**config.mk**
```make
export PLATFORM = sky130hd
export DESIGN_NAME = serial_addsub_ctrl
export DESIGN_NICKNAME = d
export VERILOG_FILES = /design/src/rtl/serial_addsub_ctrl_pkg.sv /design/src/rtl/ripple_carry_adder.sv /design/src/rtl/serial_addsub_ctrl.sv
export SDC_FILE = /design/constraint.sdc
export NUM_CORES = 1
export LEC_CHECK = 0
export ABC_AREA = 1
export CAP_MARGIN = 10
export CORE_ASPECT_RATIO = 2
export CORE_MARGIN = 2
export CORE_UTILIZATION = 45
export DETAILED_ROUTE_END_ITERATION = 8
export GPL_ROUTABILITY_DRIVEN = 0
export PLACE_DENSITY = 0.78
export SYNTH_ARGS = -nofsm -noshare
export SYNTH_HDL_FRONTEND = slang
export SYNTH_SLANG_ARGS = --single-unit
```
**constraint.sdc**
```tcl
create_clock -name clk_i -period 2.75 [get_ports clk_i]
set_input_delay 0.275 -clock clk_i [delete_from_list [all_inputs] [get_ports clk_i]]
set_output_delay 0.275 -clock clk_i [all_outputs]
set_load 0.01 [all_outputs]
```
**src/rtl/serial_addsub_ctrl_pkg.sv**
```systemverilog
// +----------------------------------------------------------------+
// | addsub_pkg : shared types/helpers for serial_addsub_ctrl        |
// | Rev 1.0                                                         |
// +----------------------------------------------------------------+
`default_nettype none

package addsub_pkg;

  localparam int SLICE_W = 4;

  typedef enum logic [1:0] {
    IDLE = 2'd0,
    CALC = 2'd1,
    DONE = 2'd2
  } addsub_state_e;

  // Operands already carry the inverted B for subtraction.
  function automatic logic signed_ovf(input logic a_msb, input logic b_msb, input logic s_msb);
    return (a_msb == b_msb) && (s_msb != a_msb);
  endfunction

endpackage

`default_nettype wire

```
**src/rtl/ripple_carry_adder.sv**
```systemverilog
// +----------------------------------------------------------------+
// | ripple_carry_adder : 4-bit ripple-carry adder slice             |
// | Rev 1.0                                                         |
// +----------------------------------------------------------------+
`default_nettype none

module ripple_carry_adder
  import addsub_pkg::*;
(
  input  logic [SLICE_W-1:0] i_a,
  input  logic [SLICE_W-1:0] i_b,
  input  logic               i_c,
  output logic [SLICE_W-1:0] o_s,
  output logic               o_c
);

  logic [SLICE_W:0] w_c;

  assign w_c[0] = i_c;

  for (genvar g = 0; g < SLICE_W; g++) begin : g_fa
    assign o_s[g]     = i_a[g] ^ i_b[g] ^ w_c[g];
    assign w_c[g + 1] = (i_a[g] & i_b[g]) | (w_c[g] & (i_a[g] ^ i_b[g]));
  end

  assign o_c = w_c[SLICE_W];

endmodule

`default_nettype wire

```
**src/rtl/serial_addsub_ctrl.sv**
```systemverilog
// +----------------------------------------------------------------+
// | serial_addsub_ctrl : WIDTH-bit add/sub, one nibble per cycle    |
// | Rev 1.0                                                         |
// +----------------------------------------------------------------+
`default_nettype none

module serial_addsub_ctrl
  import addsub_pkg::*;
#(
  parameter int WIDTH = 16
) (
  input  logic             clk_i,
  input  logic             rst_ni,
  input  logic             in_valid_i,
  output logic             in_ready_o,
  input  logic [WIDTH-1:0] a_i,
  input  logic [WIDTH-1:0] b_i,
  input  logic             sub_i,
  output logic             out_valid_o,
  input  logic             out_ready_i,
  output logic [WIDTH-1:0] s_o,
  output logic             c_o,
  output logic             ovf_o
);

  localparam int NUM_SLICES = WIDTH / SLICE_W;
  localparam int KW         = (NUM_SLICES > 1) ? $clog2(NUM_SLICES) : 1;
  localparam logic [KW-1:0] K_LAST = KW'(NUM_SLICES - 1);

  if (((WIDTH % SLICE_W) != 0) || (WIDTH < SLICE_W)) begin : g_width_check
    $error("serial_addsub_ctrl: WIDTH must be a multiple of 4 and at least 4");
  end

  addsub_state_e r_state;
  addsub_state_e w_state_nxt;

  logic [KW-1:0]      r_k;
  logic [WIDTH-1:0]   r_a;
  logic [WIDTH-1:0]   r_b;
  logic               r_carry;
  logic [WIDTH-1:0]   r_s;
  logic               r_c;
  logic               r_ovf;

  logic [SLICE_W-1:0] w_sl_a;
  logic [SLICE_W-1:0] w_sl_b;
  logic [SLICE_W-1:0] w_sl_s;
  logic               w_sl_c;
  logic               w_accept;
  logic               w_last;

  assign w_accept = in_valid_i && (r_state == IDLE);
  assign w_last   = (r_k == K_LAST);
  assign w_sl_a   = r_a[int'(r_k) * SLICE_W +: SLICE_W];
  assign w_sl_b   = r_b[int'(r_k) * SLICE_W +: SLICE_W];

  ripple_carry_adder u_slice (
    .i_a (w_sl_a),
    .i_b (w_sl_b),
    .i_c (r_carry),
    .o_s (w_sl_s),
    .o_c (w_sl_c)
  );

  always_ff @(posedge clk_i or negedge rst_ni) begin
    if (!rst_ni) begin
      r_state <= IDLE;
    end else begin
      r_state <= w_state_nxt;
    end
  end

  always_comb begin
    w_state_nxt = r_state;
    case (r_state)
      IDLE:    if (w_accept) w_state_nxt = CALC;
      CALC:    if (w_last) w_state_nxt = DONE;
      DONE:    if (out_ready_i) w_state_nxt = IDLE;
      default: w_state_nxt = IDLE;
    endcase
  end

  always_comb begin
    in_ready_o  = (r_state == IDLE);
    out_valid_o = (r_state == DONE);
  end

  // Subtraction is A + ~B + 1, with the +1 entering as the initial carry.
  always_ff @(posedge clk_i or negedge rst_ni) begin
    if (!rst_ni) begin
      r_k     <= '0;
      r_a     <= '0;
      r_b     <= '0;
      r_carry <= 1'b0;
      r_s     <= '0;
      r_c     <= 1'b0;
      r_ovf   <= 1'b0;
    end else if (w_accept) begin
      r_a     <= a_i;
      r_b     <= sub_i ? ~b_i : b_i;
      r_carry <= sub_i;
      r_k     <= '0;
    end else if (r_state == CALC) begin
      r_s[int'(r_k) * SLICE_W +: SLICE_W] <= w_sl_s;
      r_carry <= w_sl_c;
      if (w_last) begin
        r_c   <= w_sl_c;
        r_ovf <= signed_ovf(r_a[WIDTH-1], r_b[WIDTH-1], w_sl_s[SLICE_W-1]);
      end else begin
        r_k <= r_k + KW'(1);
      end
    end
  end

  assign s_o   = r_s;
  assign c_o   = r_c;
  assign ovf_o = r_ovf;

endmodule

`default_nettype wire

```
==> metrics.md <==
| Metric | Value |
|---|---|
| Fraction of layout cells with a size suffix above 1 | 11.8% |
| Leakage power total | 1.93 nW |
| Register area share after synthesis | 47.3% |
| Clock root cell | clkbuf_16 |
| Antenna Cells | 0 |
| # nets final | 478 |
| Overflow after GRT | 0 |
| Slowest cell on the critical path | fa_2 |
| CP Max Fanout | 7 |
| Die Wd | 60.9 um |
| First-pass GRT wire length | 11000 um |
| Area grow syn2layout | 30.0% |
| First drt pass iteration count | 4 |
| Syn Nets | 418 |
| Final Hold Slack | 0.0986 ns |
| Syn avg cell area | 7.84 um2 |
| Cells after Synth | 371 |
| Post-route antenna net violation count | 0 |
| Maxcap violations | 0 |
| Largest net degree at the start of global routing | 56 |
| Cell Chain, Critical Path | inv_4 > nand2_2 > nand3_2 > nand2_2 > fa_2 > inv_2 > fa_2 > inv_2 > fa_2 > inv_2 > fa_2 > inv_2 > nand2_2 > nand2_2 > nand3_2 > nand2_2 |
| Synth Area in XOR/XNOR | 4.82% |
| Post-synthesis cell type count | 19 |
| Drt wl/cell | 12.7 um |
| Fmax | 0.368 GHz |
| Register bit total from synthesis | 55 |
| Starting Density | 46.5% |
| TritonCTS Sinks | 55 |
| CTS buffer count | 5 |
| Buffers on Ports | 56 |
| Largest family of logic cells by synthesized area | simple AND/OR/NAND/NOR gates |
| H-tree depth | 2 |
| Post-Synth Adder-Cell Area | 5.33% |
| Worst Reg2Reg Path Length in Cells | 16 |
| Clk_lat worst skew | 0.29 ns |
| Number of global-route vias before repair | 2497 |
| Clock skew | 0.00552 ns |
| Slew @ Worst Pin | 0.855 ns |
| Number of synthesis warnings | 0 |
| Clock Path Buffers | 2 |
| Worst path most repeated cell | nand2_2 |
| DIE AREA | 0.00717 mm2 |
| WL final | 6570 um |
| CP arrival | 2.95 ns |
| Finished Layout Cells | 517 |
| Final hold vios | 0 |
| Post-place setup slack | -0.0307 ns |
| Cts hold-fix bufs | 0 |
| IO Pins | 57 |
| Placed Cells | 507 |
| Type of origin of the critical path | flip-flop |
| Core Area | 0.00626 mm2 |
| Critical path endpoint category | flip-flop |
| Status | completed |
| Clock-pin slew on the worst setup and hold paths | 0.07 ns |
| Maximum VDD drop | 0.529 mV |
| WP data required | 2.98 ns |
| Detailed-route via count | 2509 |
| Slew Viols, Final | 0 |
| Cell Area, Synth | 0.00291 mm2 |
| CTS tree | built |
| Worst slew margin | 42.8% |
| Final setup fails | 0 |
| Largest stage delay, worst path | 0.48 ns |
| Multiplexer share of the synthesized area | 0% |
| RSZ-0062 raised after global routing | true |
| Row count | 41 |
| Compound-Gate Fraction of Synth Area | 3.10% |
| HPWL Detailed | 4810 um |
| Hold WC Path Type | input pin to asynchronous set/reset pin |
| Initial DRC count | 150 |
| Min Tclk post-route | 2.72 ns |
| Power Density | 1230 mW/mm2 |
| Post-Synth Simple-Gate Area | 32.0% |
| PnR worst setup slack | 0.0291 ns |
| Drt via density | 4.85 |
| Critical path type | flip-flop to flip-flop |
| Height of the die | 118 um |
| Post-route clock period utilization | 98.9% |
| Initial antenna violation count | 0 |
| Overall routing resource usage | 20.4% |
| DRC | 0 |
| # fillers | 578 |
-- registers in the layout (all words and copies together) (netlist names) --
register / flops
r_state: 2
r_carry: 1
s_o: 16
ovf_o: 1
c_o: 1
r_a: 16
r_b: 16
r_k: 2
-- layer usage --
metal / wire, um / global-route usage (%) / vias up
li1: - / - / 1255
met1: 2440 / 22.5 / 1145
met2: 3460 / 33.7 / 75
met3: 169 / 3.30 / 34
met4: 498 / 14.1 / 0
met5: 0 / 0 / -
-- Yosys cell counts --
cell	n	area [um2]
inv_4	1	6.26
inv_1	26	97.6
buf_4	2	15.0
nand2_1	184	691
nand2_4	1	11.3
ha_1	6	75.1
buf_2	10	50.1
buf_6	4	45.0
clkinv_1	1	3.75
nand3_1	26	130
o21ai_0	8	40.0
nor2_1	16	60.1
nor2_8	1	20.0
o21ai_1	1	5.00
fa_1	4	80.1
o211ai_1	6	45.0
nand4_1	3	18.8
dfrtp_1	55	1380
xor2_1	16	140
-- final timing paths --
check | slack [ns] | to | startpoint
worst max register to register | 0.03 | ovf_o$_DFFE_PN0P_ | r_k[0]$_DFFE_PN0P_
worst max-delay path | 0.03 | ovf_o$_DFFE_PN0P_ | r_k[0]$_DFFE_PN0P_
min in group clk_i | 0.48 | r_a[6]$_DFFE_PN0P_ | r_a[6]$_DFFE_PN0P_
worst min register to register | 0.48 | r_a[6]$_DFFE_PN0P_ | r_a[6]$_DFFE_PN0P_
max in group asynchronous | 2.15 | r_k[0]$_DFFE_PN0P_ | rst_ni
worst min-delay path | 0.1 | s_o[10]$_DFFE_PN0P_ | rst_ni
-- logic make-up after synthesis --
kind of cell / after synthesis
compound gates: 15
xor+xnor: 16
fa+ha+maj: 10
buf+inv: 44
flops: 55
simple gates: 231
-- per-stage QoR --
| step | cell area, um2 | util, % | total power [mW] | TNS (ns) |
|---|---|---|---|---|
| 3_5_place_dp | 3540 | 56.6 | 3.76 | -0.0338 |
| 2_1_floorplan | 2940 | - | 3.05 | 0 |
| 5_1_grt | 3780 | 60.4 | 5.02 | -0.110 |
| 4_1_cts | 3710 | 59.3 | 4.47 | 0 |
| 3_3_place_gp | 3540 | 56.6 | 3.69 | 0 |
| 6_report | 3780 | 60.4 | 4.64 | 0 |
-- power by group --
group / internal [mW] / switching (mW) / total, mW
Combinational: 1.05 / 1.52 / 2.57
Clock: 0.356 / 0.272 / 0.627
Sequential: 1.16 / 0.281 / 1.44
-- final cells by class --
type | count | area [um2] | share of cell area (%)
inverters | 28 | 115 | 3.04
multi-input cells | 272 | 1380 | 36.4
clock buffers | 6 | 139 | 3.67
clock inverters | 1 | 5.00 | 0.132
well taps | 86 | 108 | 2.84
flip-flops and latches | 55 | 1380 | 36.5
repair buffers | 69 | 661 | 17.5
-- repair_timing --
action / 4_1_cts / 5_1_grt
endpoints found under the hold margin: 0 / 0
buffers inserted: 2 / 1
setup endpoints to repair: 4 / 5
resized for setup: 6 / 22
pin swaps: 2 / 6
-- worst max-delay path: cells and delay by family, from the launching register on --
kind	cells	cell delay [ns]
fa+ha+maj	4	1.34
simple gates	7	0.48
flops	1	0.47
buf+inv	5	0.39
-- cell usage in the layout (no fill, tap or decap) --
master           count
xor2_1              16
fa_2                 4
clkinv_4             1
buf_4               11
o21ai_1              1
buf_6                2
o21ai_0              8
nor2_8               1
clkbuf_8             1
o211ai_1             6
inv_4                2
inv_2                4
clkinv_2             1
ha_1                 6
nand3_1             21
dfrtp_2              2
nand2_4              1
nand4_1              3
clkbuf_16            5
dfrtp_1             53
nand2_2             10
inv_1               21
clkdlybuf4s50_1     55
nand3_2              5
nand2_1            174
nor2_1              16
buf_2                1
No activity file was read; power rests on OpenSTA's default activity.
